[src/rtl/motor_persiana.sv]
// H-bridge drive stage for the blind motor: soft-start PWM ramp, dead time on stop or
// reversal, limit-switch interlock and travel-timeout fault latch.
module motor_persiana #(
  parameter int unsigned PWM_BITS       = 4,
  parameter int unsigned RAMP_STEP      = 64,
  parameter int unsigned DEAD_CYCLES    = 1000,
  parameter int unsigned TIMEOUT_CYCLES = 5000000
) (
  input  logic Reloj,
  input  logic reset,
  input  logic subir,
  input  logic bajar,
  input  logic Ssup,
  input  logic Sinf,
  input  logic borrar_falla,
  output logic m_arriba,
  output logic m_abajo,
  output logic moviendo,
  output logic falla
);

  localparam int unsigned DUTY_W   = PWM_BITS + 1;
  localparam int unsigned RAMP_W   = (RAMP_STEP > 1) ? $clog2(RAMP_STEP) : 1;
  localparam int unsigned DEAD_W   = $clog2(DEAD_CYCLES + 1);
  localparam int unsigned TRAVEL_W = $clog2(TIMEOUT_CYCLES + 1);

  localparam logic [DUTY_W-1:0]   DUTY_FULL  = DUTY_W'(2 ** PWM_BITS);
  localparam logic [RAMP_W-1:0]   RAMP_LAST  = RAMP_W'(RAMP_STEP - 1);
  localparam logic [DEAD_W-1:0]   DEAD_LOAD  = DEAD_W'(DEAD_CYCLES);
  localparam logic [TRAVEL_W-1:0] TRAVEL_END = TRAVEL_W'(TIMEOUT_CYCLES - 1);

  typedef enum logic [2:0] {
    REPOSO   = 3'd0,
    ARRANQUE = 3'd1,
    MARCHA   = 3'd2,
    FRENO    = 3'd3,
    FALLA    = 3'd4
  } state_t;

  state_t              state_q, state_d;
  logic                dir_q, dir_d;          // 1 = up, 0 = down
  logic [DUTY_W-1:0]   duty_q, duty_d;
  logic [PWM_BITS-1:0] pwm_q, pwm_d;
  logic [RAMP_W-1:0]   ramp_q, ramp_d;
  logic [DEAD_W-1:0]   dead_q, dead_d;
  logic [TRAVEL_W-1:0] travel_q, travel_d;
  logic                arr_d, abj_d, mov_d, fal_d;

  logic cmd_up, cmd_dn, cmd_none, dir_blocked, dir_match, run_d;

  // Both commands high decode as NONE, so opposing requests never reach the bridge.
  assign cmd_up      = subir & ~bajar;
  assign cmd_dn      = bajar & ~subir;
  assign cmd_none    = ~(cmd_up | cmd_dn);
  assign dir_blocked = dir_q ? Ssup : Sinf;
  assign dir_match   = dir_q ? cmd_up : cmd_dn;

  always_ff @(posedge Reloj or negedge reset) begin
    if (!reset) begin
      state_q  <= REPOSO;
      dir_q    <= 1'b0;
      duty_q   <= '0;
      pwm_q    <= '0;
      ramp_q   <= '0;
      dead_q   <= '0;
      travel_q <= '0;
      m_arriba <= 1'b0;
      m_abajo  <= 1'b0;
      moviendo <= 1'b0;
      falla    <= 1'b0;
    end else begin
      state_q  <= state_d;
      dir_q    <= dir_d;
      duty_q   <= duty_d;
      pwm_q    <= pwm_d;
      ramp_q   <= ramp_d;
      dead_q   <= dead_d;
      travel_q <= travel_d;
      m_arriba <= arr_d;
      m_abajo  <= abj_d;
      moviendo <= mov_d;
      falla    <= fal_d;
    end
  end

  always_comb begin
    state_d  = state_q;
    dir_d    = dir_q;
    duty_d   = duty_q;
    pwm_d    = pwm_q;
    ramp_d   = ramp_q;
    dead_d   = dead_q;
    travel_d = travel_q;
    run_d    = 1'b0;
    arr_d    = 1'b0;
    abj_d    = 1'b0;
    mov_d    = 1'b0;
    fal_d    = 1'b0;

    unique case (state_q)
      REPOSO: begin
        if ((cmd_up && !Ssup) || (cmd_dn && !Sinf)) begin
          state_d  = ARRANQUE;
          dir_d    = cmd_up;
          duty_d   = DUTY_W'(1);
          pwm_d    = '0;
          ramp_d   = '0;
          travel_d = '0;
        end
      end

      ARRANQUE, MARCHA: begin
        travel_d = travel_q + TRAVEL_W'(1);
        pwm_d    = pwm_q + PWM_BITS'(1);
        if (state_q == ARRANQUE) begin
          if (ramp_q == RAMP_LAST) begin
            ramp_d = '0;
            duty_d = duty_q + DUTY_W'(1);
          end else begin
            ramp_d = ramp_q + RAMP_W'(1);
          end
          if (duty_d == DUTY_FULL) begin
            state_d = MARCHA;
          end
        end
        // Timeout outranks the limit switch, which outranks a command change.
        if (travel_q == TRAVEL_END) begin
          state_d = FALLA;
        end else if (dir_blocked || !dir_match) begin
          state_d = FRENO;
          dead_d  = DEAD_LOAD;
        end
      end

      FRENO: begin
        if (dead_q != '0) begin
          dead_d = dead_q - DEAD_W'(1);
        end
        if (dead_q <= DEAD_W'(1)) begin
          state_d = REPOSO;
        end
      end

      FALLA: begin
        if (borrar_falla && cmd_none) begin
          state_d = REPOSO;
        end
      end

      default: begin
        state_d = REPOSO;
      end
    endcase

    // Outputs are registered from the next-state values so they change on the deciding edge.
    run_d = ((state_d == ARRANQUE) && ({1'b0, pwm_d} < duty_d)) || (state_d == MARCHA);
    arr_d = run_d & dir_d;
    abj_d = run_d & ~dir_d;
    mov_d = (state_d == ARRANQUE) || (state_d == MARCHA);
    fal_d = (state_d == FALLA);
  end

endmodule

[config.mk]
export PLATFORM = sky130hd
export DESIGN_NAME = motor_persiana
export DESIGN_NICKNAME = d
export VERILOG_FILES = /design/src/rtl/motor_persiana.sv
export SDC_FILE = /design/constraint.sdc
export NUM_CORES = 1
export LEC_CHECK = 0
export ABC_AREA = 1
export BUFFER_PORTS_ARGS = -buffer_cell sky130_fd_sc_hd__buf_4
export CORE_AREA = 2 2 84 86
export CTS_CLUSTER_SIZE = 10
export DETAILED_ROUTE_END_ITERATION = 10
export DIE_AREA = 0 0 86 88
export PLACE_DENSITY = 0.74
export SLEW_MARGIN = 40
export SYNTH_ARGS = -nofsm -noshare
export SYNTH_HDL_FRONTEND = slang
export SYNTH_SLANG_ARGS = --single-unit
[constraint.sdc]
create_clock -name Reloj -period 6.1 [get_ports Reloj]
set_input_delay 0.915 -clock Reloj [delete_from_list [all_inputs] [get_ports Reloj]]
set_output_delay 0.915 -clock Reloj [all_outputs]
set_load 0.01 [all_outputs]
Word-level counts from Yosys, hierarchy flattened
Index checks and enable logic that the tools add are counted.
- muxes and demuxes: 30
- add/subtract/negate cells: 5
- reductions and logical operators: 19
- bitwise gates (word level): 9
- equality and inequality tests: 15
- $lt $le $gt $ge: 2
- operators with widths (operator ; number):
    $pmux W23 S2 ; 1
    $mux W10 ; 3
    $mux W5 ; 5
    $add A23 B1 Y23 const B ; 1
    $eq A23 B23 Y1 const B ; 1
    $mux W23 ; 1
    $mux W3 ; 7
    $pmux W10 S2 ; 1
    $mux W6 ; 3
    $pmux W3 S4 ; 1
    $pmux W6 S2 ; 1
    $le A10 B1 Y1 const B ; 1
    $ne A2 B2 Y1 const B ; 5
    $pmux W5 S2 ; 1
    $reduce_bool A10 Y1 ; 1
    $sub A10 B1 Y10 const B ; 1
    $eq A3 B2 Y1 const B ; 3
    $pmux W4 S2 ; 1
    $add A6 B1 Y6 const B ; 1
    $eq A3 B1 Y1 const B ; 2
    $eq A3 B3 Y1 const B ; 2
    $eq A6 B6 Y1 const B ; 1
    $add A5 B1 Y5 const B ; 1
    $eq A5 B5 Y1 const B ; 1
    other kinds (16) ; 34
- logic and storage cells: 91
- bits in registers: 56
- output and inout port bits: 4

Longest topological paths before layout
- word-level depth: 14
- mapped depth: 17
- mapped depth without buffers: 17

Worst setup path before layout
No wires, ideal clock.
- kind: input -> register
- from: input port bajar
- to: register m_arriba
- arrival: 2.664 ns
- cell stages on the path: 16
- slack: 3.358 ns
- path through: inv_1 > ha_1 > nand2_1 > nand2_1 > nand2_1 > nand2_1 > buf_2 > o22ai_1 > inv_1 > ha_1 > a21o_1 > nand4_1 > nand2_1 > nor2_1 > nand3_1 > a21oi_1
- RTL lines (what ; RTL line ; text):
    start, declared ; 12 ; input logic bajar,
    $not A1 Y1 ; 52 ; assign cmd_up = subir & ~bajar;
    $and A1 B1 Y1 ; 52 ;
    $logic_and A1 B1 Y1 ; 102 ; if ((cmd_up && !Ssup) || (cmd_dn && !Sinf)) begin
    $logic_or A1 B1 Y1 * ; 102 ;
    $mux W5 * ; 102 ;
    $pmux W5 S2 * ; 100 ; unique case (state_q)
    named net duty_d[2] ; 42 ; logic [DUTY_W-1:0] duty_q, duty_d;
    $lt A4 B5 Y1 * ; 156 ; run_d = ((state_d == ARRANQUE) && ({1'b0, pwm_d} < duty_d)) || (state_d == MARCHA);
    $logic_and A1 B1 Y1 * ; 156 ;
    $logic_or A1 B1 Y1 * ; 156 ;
    $and A1 B1 Y1 * ; 157 ; arr_d = run_d & dir_d;
    named net arr_d ; 47 ; logic arr_d, abj_d, mov_d, fal_d;
    end signal, assigned ; 79 ; m_arriba <= arr_d;
    end, declared ; 16 ; output logic m_arriba,
Mark *: on every way through the listed nets, which the timed path passes. The rest lies on a longest branch.
A chain may end at the register's enable or synchronous reset.

Final worst setup path
- from: input port subir
- to: register m_arriba
- RTL lines (what ; RTL line ; text):
    start, declared ; 11 ; input logic subir,
    $not A1 Y1 ; 53 ; assign cmd_dn = bajar & ~subir;
    $and A1 B1 Y1 ; 53 ;
    $logic_and A1 B1 Y1 ; 102 ;
    $logic_or A1 B1 Y1 * ; 102 ;
    $mux W5 * ; 102 ;
    $pmux W5 S2 * ; 100 ;
    named net duty_d[2] ; 42 ;
    $lt A4 B5 Y1 * ; 156 ;
    $logic_and A1 B1 Y1 * ; 156 ;
    $logic_or A1 B1 Y1 * ; 156 ;
    $and A1 B1 Y1 * ; 157 ;
    named net arr_d ; 47 ;
Marked as above.

==> out/metrics.cfg <==
[drt]
wl_mm = 6.95
vias = 2858
ant_nets = 0
drtIter0Drc = 191
avgViaCountPerCell = 5.33
drt_pass1_iterations = 4
drt_drc_violations_left = 0
wl_per_cell_um = 13.0

[synthesis]
syn_inst = 446
synth_top_area_share_pct = 41.2
synth_edf_count = 0
synth_top_flop_cell = dfrtp_1
synth_nets = 465
yosys.area.top_type = dfrtp_1
synth_most_common_cell = nand2_1
postSynth.asyncResetShare_pct = 100
yosys-top-cells-area = dfrtp_1, nand2_1, inv_1, nor2_1, ha_1
ys_seq_elements = 56
yosys.cell_types.count = 40
syn_area_sq_um = 3400
synth_seq_area_share_pct = 41.2
synth_commonest_cells = nand2_1, inv_1, dfrtp_1, nor2_1
ys_warn_count = 0
avgSynthCellArea_sq_um = 7.63

[layout]
fin_nets = 474
antenna_cells = 0
nFillCells = 618
syn2layout_area_growth_pct = 6.73
instances_no_fill = 536
layout-drive-gt1-share_pct = 11.6

[clocking]
cts_htree_levels = 2
numCtsBuffers = 5
clock-root-buffer = clkbuf_8
cts_hold_buffers = 0
clk_pin_slew_ns = 0.11
numClockSinks = 56
cts_resized = 0
clock_latency_ns = 0.32
postCtsSetupBuffers = 0
clockBufferDepth = 2
cts_tree = done

[sta]
layout_setup_ws_ns = 2.96
tns_ns = 0
tightest_slew_ns = 0.707
slew_violations = 0
maxSlewHeadroom_pct = 52.9
hold_violations = 0
max_freq_ghz = 0.319
rsz0062_at_grt = false
setup_viol = 0
clock_skew_ns = 0.0115
finalHoldWorstSlack_ns = 0.509
min_period_over_period_pct = 51.4
fin_crit_ns = 3.14

[power]
p_int_mw = 0.815
power.density_nw_per_um2 = 414
swShare_pct = 45.8
clockPowerShare_pct = 14.3
power.switching_mw = 0.687
p_total_mw = 1.50
pwr-share-comb_pct = 46.2
ir_worst_vdd_mv = 0.148
p_seq_share_pct = 39.5
p_leak_nw = 1.74

[setup_path]
worstSetupStartpointType = input pin
crit_type = in -> reg
critPathLaunch = subir
cp_common_cell = nand2_1
worst-path-max-fanout = 13
critPathRequiredTime_ns = 6.35
crit_path_top_delay_cell = nand2_1
max_stage_delay_ns = 0.35
critPathCaptureType = flop
worstPathArrival_ns = 3.38
path_cells = buf_4 > ha_1 > nand2_1 > nand2_1 > nand2_1 > nand2_1 > o22ai_1 > inv_1 > ha_1 > a21o_1 > nand4_1 > nand2_1 > nor2_1 > nand3_1 > a21oi_1
r2r_start = state_q[1]$_DFF_PN0_

[min_path]
worstHoldStart = travel_q[22]$_DFFE_PN0P_
holdCritPathClass = reg -> reg

[placement]
place_inst = 528
hpwlAfterDp_mm = 5.14
gp_congestion = 0.854
dp_worst_setup_slack_ns = 2.63
port_buffers = 10

[global_routing]
grt.total_usage_pct = 20.0
grt_use_met2_pct = 34.3
grt_pass1_wl_mm = 12.2
antenna_found_initial = 0
grt_pass1_vias = 2837
grt-ovfl-total = 0
grt.busiest_layer = met2
globalRouteMet1Util_pct = 26.1
met3_usage_pct = 3.02
grt_max_degree = 57

[job]
max_cap_viol_count = 0

[run_status]
status = completed

[floorplan]
dieWidth_um = 86
die_area_sq_um = 7570
core-area_sq_um = 6640
start_util_pct = 51.2
io_pins = 11
die_h_um = 88
std_cell_rows = 30

metrics by stage:
stage | util (%) | area [sq um]
global placement | 53.3 | 3540
CTS | 54.7 | 3630
detailed placement | 53.3 | 3540
finish | 54.7 | 3630
global route | 54.7 | 3630
floorplan | - | 3400
state kept, by name, summed over array words and instances, names as in the netlist:
name	cells
dead_q	10
dir_q	1
duty_q	5
falla	1
m_abajo	1
m_arriba	1
moviendo	1
pwm_q	4
ramp_q	6
state_q	3
travel_q	23
area by class of cell:
type	count	area [sq um]	area share [%]
Tap cell	80	100	2.76
Timing Repair Buffer	10	75.1	2.07
Clock inverter	3	22.5	0.620
Inverter	71	267	7.34
Sequential cell	56	1400	38.6
Multi-Input combinational cell	311	1700	46.7
Clock buffer	5	68.8	1.90
critical path: cells and delay by family:
kind                       cells  cell delay [ns]
AOI/OAI and AO/OA              3             0.60
buffers and inverters          2             0.18
and+or+nand+nor                8             1.16
adders and majority gates      2             0.52
cell families (layout without fill, tap and decap cells):
family,after synthesis,count (layout),share of synthesized area (%)
adders and majority gates,12,12,4.41
and+or+nand+nor,216,216,30.7
buffers and inverters,79,89,8.94
AOI/OAI and AO/OA,72,72,11.7
DFF,56,56,41.2
xor gates and xnor gates,7,7,1.80
muxes,4,4,1.18
per-layer routing:
layer  vias to the layer above  wire length [um]
met5                         -                 0
met3                         2               218
met2                        40              3290
li1                       1475                 -
met1                      1341              3420
met4                         0                19
final timing paths:
path	slack, ns	cells past startpoint	endpoint
max in group asynchronous	5.00	1	dead_q[2]$_DFFE_PN0P_
setup / recovery	2.96	15	m_arriba$_DFF_PN0_
hold / removal	0.51	1	travel_q[22]$_DFFE_PN0P_
hold reg to reg	0.51	1	travel_q[22]$_DFFE_PN0P_
min in group asynchronous	0.63	1	ramp_q[3]$_DFFE_PN0P_
setup reg to reg	3.39	14	m_arriba$_DFF_PN0_
power by group through the flow:
stage / logic [mW] / registers, mW / clock network (mW)
final: 0.694 / 0.593 / 0.215
after global routing: 0.814 / 0.610 / 0.236
after CTS: 0.700 / 0.591 / 0.221
after detailed placement: 0.698 / 0.597 / 0
after global placement: 0.665 / 0.594 / 0
after floorplan: 0.552 / 0.576 / 0
cell usage in the layout (no fill, tap or decap), drive strengths merged, types with 3 or more instances in the layout:
cell / n
o22ai: 7
dfrtp: 56
nand4: 14
nand3: 33
o21ai: 31
mux2i: 4
xor2: 7
nand2: 94
buf: 10
ha: 12
clkinv: 3
nor3: 16
inv: 71
nor2: 51
a21oi: 24
clkbuf: 5
Power figures use the tool's default switching activity.
